File: src/rtl/fetch_pc_unit.sv
// Fetch-stage program counter with a direct-mapped branch target buffer.
// Each entry holds a 2-bit bimodal counter, a tag and a target; the table is trained from execute-stage resolutions.
module fetch_pc_unit #(
  parameter int BTB_ENTRIES = 16
) (
  input  logic        CLK,
  input  logic        NRST,
  input  logic        stall,
  input  logic        fail_predictE,
  input  logic [12:0] nextpc,
  input  logic        update_validE,
  input  logic [12:0] update_pcE,
  input  logic        update_takenE,
  input  logic [12:0] update_targetE,
  output logic [12:0] pcF,
  output logic        pred_takenF,
  output logic        cannot_predictF
);

  localparam int IDX_W = $clog2(BTB_ENTRIES);
  localparam int TAG_W = 13 - IDX_W - 2;

  typedef struct packed {
    logic             valid;
    logic [TAG_W-1:0] tag;
    logic [12:0]      target;
    logic [1:0]       ctr;
  } btb_entry_t;

  btb_entry_t  r_btb [BTB_ENTRIES];
  logic [12:0] r_pc;

  logic [IDX_W-1:0] w_f_idx;
  logic [TAG_W-1:0] w_f_tag;
  btb_entry_t       w_f_entry;
  logic             w_f_hit;
  logic [12:0]      w_pred_next;

  logic [IDX_W-1:0] w_u_idx;
  logic [TAG_W-1:0] w_u_tag;
  btb_entry_t       w_u_entry;
  logic             w_u_hit;

  // Lookup reads the registered table only, so an update in this cycle is seen next cycle.
  assign w_f_idx   = r_pc[IDX_W+1:2];
  assign w_f_tag   = r_pc[12:IDX_W+2];
  assign w_f_entry = r_btb[w_f_idx];
  assign w_f_hit   = w_f_entry.valid && (w_f_entry.tag == w_f_tag);

  assign pcF             = r_pc;
  assign pred_takenF     = w_f_hit && w_f_entry.ctr[1];
  assign cannot_predictF = !w_f_hit;
  assign w_pred_next     = pred_takenF ? w_f_entry.target : r_pc + 13'd4;

  assign w_u_idx   = update_pcE[IDX_W+1:2];
  assign w_u_tag   = update_pcE[12:IDX_W+2];
  assign w_u_entry = r_btb[w_u_idx];
  assign w_u_hit   = w_u_entry.valid && (w_u_entry.tag == w_u_tag);

  // Redirect outranks stall so a misprediction is never dropped.
  always_ff @(posedge CLK) begin
    if (!NRST) begin
      r_pc <= 13'd0;
    end else if (fail_predictE) begin
      r_pc <= nextpc;
    end else if (!stall) begin
      r_pc <= w_pred_next;
    end
  end

  // NOTE: the table is held in flops and every entry is reset, because the counters must
  // restart at weakly-not-taken and stale valid bits would produce phantom predictions.
  always_ff @(posedge CLK) begin
    if (!NRST) begin
      for (int i = 0; i < BTB_ENTRIES; i++) begin
        r_btb[i] <= '{valid: 1'b0, tag: '0, target: 13'd0, ctr: 2'b01};
      end
    end else if (update_validE) begin
      if (w_u_hit) begin
        if (update_takenE) begin
          r_btb[w_u_idx].target <= update_targetE;
          if (w_u_entry.ctr != 2'b11) r_btb[w_u_idx].ctr <= w_u_entry.ctr + 2'd1;
        end else if (w_u_entry.ctr != 2'b00) begin
          r_btb[w_u_idx].ctr <= w_u_entry.ctr - 2'd1;
        end
      end else if (update_takenE) begin
        r_btb[w_u_idx] <= '{valid: 1'b1, tag: w_u_tag, target: update_targetE, ctr: 2'b10};
      end
    end
  end

endmodule

File: config.mk
export PLATFORM = sky130hd
export DESIGN_NAME = fetch_pc_unit
export DESIGN_NICKNAME = d
export VERILOG_FILES = /design/src/rtl/fetch_pc_unit.sv
export SDC_FILE = /design/constraint.sdc
export NUM_CORES = 1
export LEC_CHECK = 0
export BUFFER_PORTS_ARGS = -buffer_cell sky130_fd_sc_hd__buf_4
export CORE_MARGIN = 2
export CORE_UTILIZATION = 35
export DETAILED_ROUTE_END_ITERATION = 8
export SYNTH_ARGS = -nofsm -noshare
export SYNTH_HDL_FRONTEND = slang
export SYNTH_SLANG_ARGS = --single-unit
File: constraint.sdc
create_clock -name CLK -period 5 [get_ports CLK]
set_clock_uncertainty 0.1 [all_clocks]
set_input_delay 0.25 -clock CLK [delete_from_list [all_inputs] [get_ports CLK]]
set_output_delay 0.25 -clock CLK [all_outputs]
set_load 0.01 [all_outputs]
==> out/results.ini, run 1 <==
[logic_synthesis]
synthesis.area_mm2=0.0197
synth_top_cell_by_area=edfxtp_1
synth_area_leaders=edfxtp_1, mux4_2, and2_1
synth_ff_type=edfxtp_1
synthesis.instances=1418
avgSynthCellArea_um2=13.9
yosysUniqueCellTypes=69
yosysSeqAreaShare_pct=57.1
synth-edff-count=352
synth_top_area_share_pct=53.7
synth_seq_cells=385
synthArstFlopShare_pct=0
yosysWarnings=0
syn_nets=1464

[worst_setup_path]
crit_path_end_kind=register
cp-start-kind=register
arrival_ps=4950
path_max_fanout=37
critPathKind=register to register
cp.required_ps=5380

[global_route]
grt_overflow=0
grt_use_met3_pct=3.77
grt_usage_pct=19.9
grt_busiest_layer=met2
antenna_found_initial=4
grtUsageMet2_pct=33.6
grt_pass1_wl_mm=83.6
first_global_vias=12428
grt_max_degree=88
use_met1_pct=25.7

[cts]
clk_pin_slew_ps=70
cts_tree=done
postCtsSetupRepairBufs=0
cts_buffers=42
clk_latency_ps=580
cts.sinks=385
clk_path_buf_depth=3
htree_levels=2
root_buffer=clkbuf_16

[route]
wl_per_cell_um=25.7
wl_mm=57.1
vias_per_cell=5.57
first_pass_iters=5
num_vias=12367
drt_iter0_drc=1305
postRouteAntennaNets=0
drc=0

[die]
fp-row-count=86
pin_count=60
core_mm2=0.0553
die_height_um=241
dieArea_mm2=0.0581
initial_core_util_pct=35.6
fp.dieW_um=241

[hold_path]
min_from=nextpc[10]
worstHoldPathType=primary input to register

[timing]
finalCriticalPeriod_ps=4570
setup_tns_ps=0
finalWorstSetupSlack_ps=427
setup-violations-final=0
relSlewSlack_pct=36.9
fmax_mhz=219
slew_viol_final=0
finalHoldViolations=0
worst_slew_pin_slew_ps=946
grt_setup_unrepaired=no
fin_crit_sh_pct=91.5

[place]
dp_cells=2113
place_area_mm2=0.0207
gp_congestion=0.838
io_buffer_count=57
dp_hpwl_mm=35.8
post-place-ws_ps=871

[cells_and_area]
final_util_pct=40.2
final_cell_area_mm2=0.0223
synthToLayoutAreaGrowth_pct=13.1
drive_above_1_share_pct=21.9
stdcell_count=2219
finalNetCount=1483
diodes=0
layout_common_cells=edfxtp_1, and2_1, mux4_2
final_common_cell=edfxtp_1

[run_status]
status=finished, final reports clean

[power]
power_leakage_nw=8.01
peakVddDrop_v=0.000223
powerDensity_mw_per_mm2=341

[job]
maxCapViolCount=0

cell usage after synthesis (3+ instances only):
master,n
edfxtp_1,352
and2_1,227
mux4_2,122
and3_1,116
clkbuf_1,110
mux2i_1,51
nor2_1,39
dfxtp_1,33
o21ai_1,32
o21ai_0,31
buf_2,26
nand2_1,26
nand2b_1,25
a21oi_1,20
a21o_1,16
nor3_2,16
xnor2_1,14
a22oi_1,12
a31oi_1,10
mux2_2,10
xor2_1,10
nand3_1,8
nor2b_1,8
buf_6,7
nor3_1,7
buf_4,6
nor3b_1,6
nand3b_1,5
nor4_1,5
buf_1,4
inv_1,4
nand3_2,4
or3_1,4
a211oi_1,3
and3b_1,3
nand4_1,3
o22ai_1,3
or2_2,3
where the power goes:
group	total, W	internal (W)	switching (W)	leakage, nW
registers	0.00380	0.00368	0.000124	3.64
clock network	0.00300	0.00169	0.00130	0.630
logic	0.000793	0.000359	0.000433	3.74
through the flow:
step / total power, W / hold slack (ps)
5_1_grt: 0.00782 / 38.5
4_1_cts: 0.00764 / 12.3
3_3_place_gp: 0.00463 / 349
6_report: 0.00759 / 13.5
2_1_floorplan: 0.00435 / 292
3_5_place_dp: 0.00465 / 364
per-layer routing:
layer  vias to the layer above  part of all wire [%]
li1                       5411                     -
met1                      6355                    41
met2                       493                    49
met3                       104                   7.1
met4                         4                   3.0
met5                         -                 0.053
registers in the layout (all words and copies together), names as in the netlist, named ones only:
| register | count |
|---|---|
| r_btb | 368 |
| pcF | 13 |
cell type report:
cell class | instances | area [um^2]
Clock buffer | 59 | 1130
Clock inverter | 19 | 158
Fill cell | 5182 | 33000
Inverter | 4 | 15.0
Multi-Input combinational cell | 875 | 7730
Sequential cell | 385 | 11200
Tap cell | 748 | 936
Timing Repair Buffer | 129 | 1040
path summary, 6_finish.rpt:
kind | end | slack, ps | cells past startpoint
max | pcF[12] | 430 | 10
min | pcF[10] | 10 | 3
max reg2reg | pcF[12] | 430 | 10
min reg2reg | r_btb[10][22] | 370 | 1
what timing repair did:
item,CTS,global route
hold buffers,28,0
hold endpoints to repair,224,0
gates resized for setup,0,0
logic make-up (layout without fill, tap and decap cells):
kind of cell	count (synthesis)	count (layout)	synth area share, %
fa+ha+maj	1	1	0.0636
xor+xnor	24	24	1.07
flops	385	385	57.1
buf+inv	158	211	3.62
simple gates	514	514	16.1
compound gates	153	153	4.96
mux	183	183	17.1
worst max-delay path, cell delays in order (launching register included):
cell	delay [ps]
dfxtp_4	770
mux4_2	600
mux2i_1	330
mux2i_1	230
xnor2_1	190
o2111a_1	200
and4bb_2	590
and2_1	570
or2_2	210
a31oi_1	70
dlygate4sd3_1	550
(Power assumes the default switching activity.)
==> run 2, diff against run 1 <==
--- a/config.mk
+++ b/config.mk
@@ -9,6 +9,7 @@
 export CORE_MARGIN = 2
 export CORE_UTILIZATION = 35
 export DETAILED_ROUTE_END_ITERATION = 8
+export PLACE_DENSITY = 0.61
 export SYNTH_ARGS = -nofsm -noshare
 export SYNTH_HDL_FRONTEND = slang
 export SYNTH_SLANG_ARGS = --single-unit
==> run 2 against run 1 <==
  * Global-route usage decreased by 0.46 points
  * Largest power group unchanged
  * Routed wire length decreased by 2.1%
  * Clock-buffer cell count decreased by 2
  * Flip-flop and latch count unchanged
  * Cell count decreased by 0.41%
  * Die area unchanged
  * Largest cell class unchanged
  * Critical path type is now register to primary output
  * Highest routed layer unchanged
  * Sequential share of layout area increased by 0.11 points
==> out/results.ini, run 2 (synthesis gave the netlist of run 1 again) <==
[run_status]
status=finished, final reports clean  ; unchanged

[cells_and_area]
largest_reg_flops=368  ; unchanged
final_util_pct=40.2  ; about the same
synthToLayoutAreaGrowth_pct=12.9  ; was 13.1%
final_common_cell=edfxtp_1  ; unchanged
drive_above_1_share_pct=22.1  ; was 21.9%
layout_common_cells=edfxtp_1, and2_1, mux4_2  ; unchanged
largest_register=r_btb  ; unchanged
finalNetCount=1474  ; was 1483

[worst_setup_path]
reg2reg_depth=10  ; unchanged
cp_cell_sequence=buf_4 -> nand2b_1 -> o22a_1 -> a21oi_1 -> a211oi_1 -> a31oi_1 -> and4bb_2 -> buf_4  ; was mux4_2 -> mux2i_1 -> mux2i_1 -> xnor2_1 -> o2111a_1 -> and4bb_2 -> and2_1 -> or2_2 -> a31oi_1 -> dlygate4sd3_1
cp_common_cell=buf_4  ; was mux2i_1
cp-start-kind=register  ; unchanged
rr_endpoint=pcF[0]  ; was pcF[12]
crit_path_end_kind=primary output  ; was register
cp.required_ps=4650  ; was 5380 ps
reg2reg_slack_ps=920  ; was 430 ps
slowest_delay_ps=710  ; was 770 ps
arrival_ps=3750  ; was 4950 ps
critical-path-slowest-cell=dfxtp_4  ; unchanged
critPathKind=register to primary output  ; was register to register
path_max_fanout=34  ; was 37

[route]
wl_per_cell_um=25.3  ; was 25.7 um
wl_mm=55.8  ; was 57.1 mm
drt_iter0_drc=1344  ; was 1305
drc=0  ; unchanged
postRouteAntennaNets=0  ; unchanged
vias_per_cell=5.56  ; was 5.57
num_vias=12291  ; was 12367
first_pass_iters=5  ; unchanged

[die]
pin_count=60  ; unchanged
core_mm2=0.0553  ; unchanged
fp.dieW_um=241  ; unchanged
initial_core_util_pct=35.6  ; unchanged
die_height_um=241  ; unchanged
dieArea_mm2=0.0581  ; unchanged
fp-row-count=86  ; unchanged

[timing]
worst_slew_pin_slew_ps=1110  ; was 946 ps
fin_crit_sh_pct=82.0  ; was 91.5%
fmax_mhz=244  ; was 219 MHz
setup-violations-final=0  ; unchanged
finalHoldViolations=0  ; unchanged
relSlewSlack_pct=26.0  ; was 36.9%
setup_tns_ps=0  ; unchanged
finalCriticalPeriod_ps=4100  ; was 4570 ps
grt_setup_unrepaired=no  ; unchanged
slew_viol_final=0  ; unchanged

[place]
gp_congestion=0.792  ; was 0.838
dp_hpwl_mm=34.5  ; was 35.8 mm
io_buffer_count=57  ; unchanged

[cts]
htree_levels=2  ; unchanged
cts_tree=done  ; unchanged
clk_pin_slew_ps=60  ; was 70 ps
clk_latency_ps=550  ; was 580 ps
cts.sinks=385  ; unchanged
root_buffer=clkbuf_16  ; unchanged
cts_hold_buf=26  ; was 28
cts_resized=0  ; unchanged
postCtsSetupRepairBufs=0  ; unchanged
clk_path_buf_depth=3  ; unchanged
cts_buffers=39  ; was 42

[global_route]
first_global_vias=12412  ; was 12428
antenna_found_initial=5  ; was 4
grt_pass1_wl_mm=82.1  ; was 83.6 mm
grt_max_degree=58  ; was 88
grt_usage_pct=19.4  ; was 19.9%
grt_overflow=0  ; unchanged

[power]
powerDensity_mw_per_mm2=339  ; was 341 mW/mm^2
power_leakage_nw=7.99  ; was 8.01 nW
peakVddDrop_v=0.000188  ; was 0.000223 V
fin_total_pwr_w=0.00754  ; was 0.00759 W

[job]
maxCapViolCount=0  ; unchanged

[hold_path]
worstHoldPathType=primary input to register  ; unchanged
hold_depth=3  ; unchanged
min_from=fail_predictE  ; was nextpc[10]
min_to=pcF[8]  ; was pcF[10]

## run 2: layout make-up
| class | instances | area [um^2] |
|---|---|---|
| diodes | 3 | 7.51 |
| clock buffers | 57 | 1110 |
| clock inverters | 15 | 163 |
| fillers | 5124 | 33100 |
| inverters | 4 | 15.0 |
| multi-input cells | 875 | 7740 |
| flip-flops and latches | 385 | 11200 |
| well taps | 748 | 936 |
| repair buffers | 123 | 988 |
## run 2: layer usage
metal / up-vias / wire [um] / global-route usage, %
li1: 5400 / - / -
met1: 6323 / 23200 / 26.3
met2: 482 / 27400 / 32.7
met3: 84 / 4080 / 2.88
met4: 2 / 1180 / 5.07
met5: - / 13 / 0
## run 2: worst max-delay path by stage
stage,start,end,slack (ps),cells after the start
2_1_floorplan,update_pcE[2],r_btb[12][0],1790,12
3_3_place_gp,update_pcE[2],r_btb[4][0],770,9
3_5_place_dp,update_pcE[2],r_btb[4][0],760,9
4_1_cts,register,pred_takenF,930,8
5_1_grt,register,register,730,7
6_report,register,pred_takenF,900,8
## run 2: where the power goes
group,internal [W],leakage (nW),switching (W)
clock,0.00171,0.631,0.00124
sequential,0.00368,3.64,0.000112
combinational,0.000357,3.72,0.000434
## run 2: per-stage QoR
| step | setup WS, ps | area, um^2 | hold WS [ps] | instances |
|---|---|---|---|---|
| final | 902 | 22200 | 48.3 | 2210 |
| after global routing | 729 | 22200 | 42.4 | 2209 |
| after CTS | 928 | 22200 | 12.3 | 2207 |
| after detailed placement | 760 | 20700 | 362 | 2109 |
| after global placement | 766 | 20700 | 351 | 2109 |
| after floorplan | 1790 | 19700 | 292 | 1418 |
## run 2: worst max-delay path: cells and delay by family, from the launching register on
kind / cells / cell delay [ps]
compound gates: 4 / 920
simple gates: 2 / 830
buf+inv: 2 / 720
flops: 1 / 710
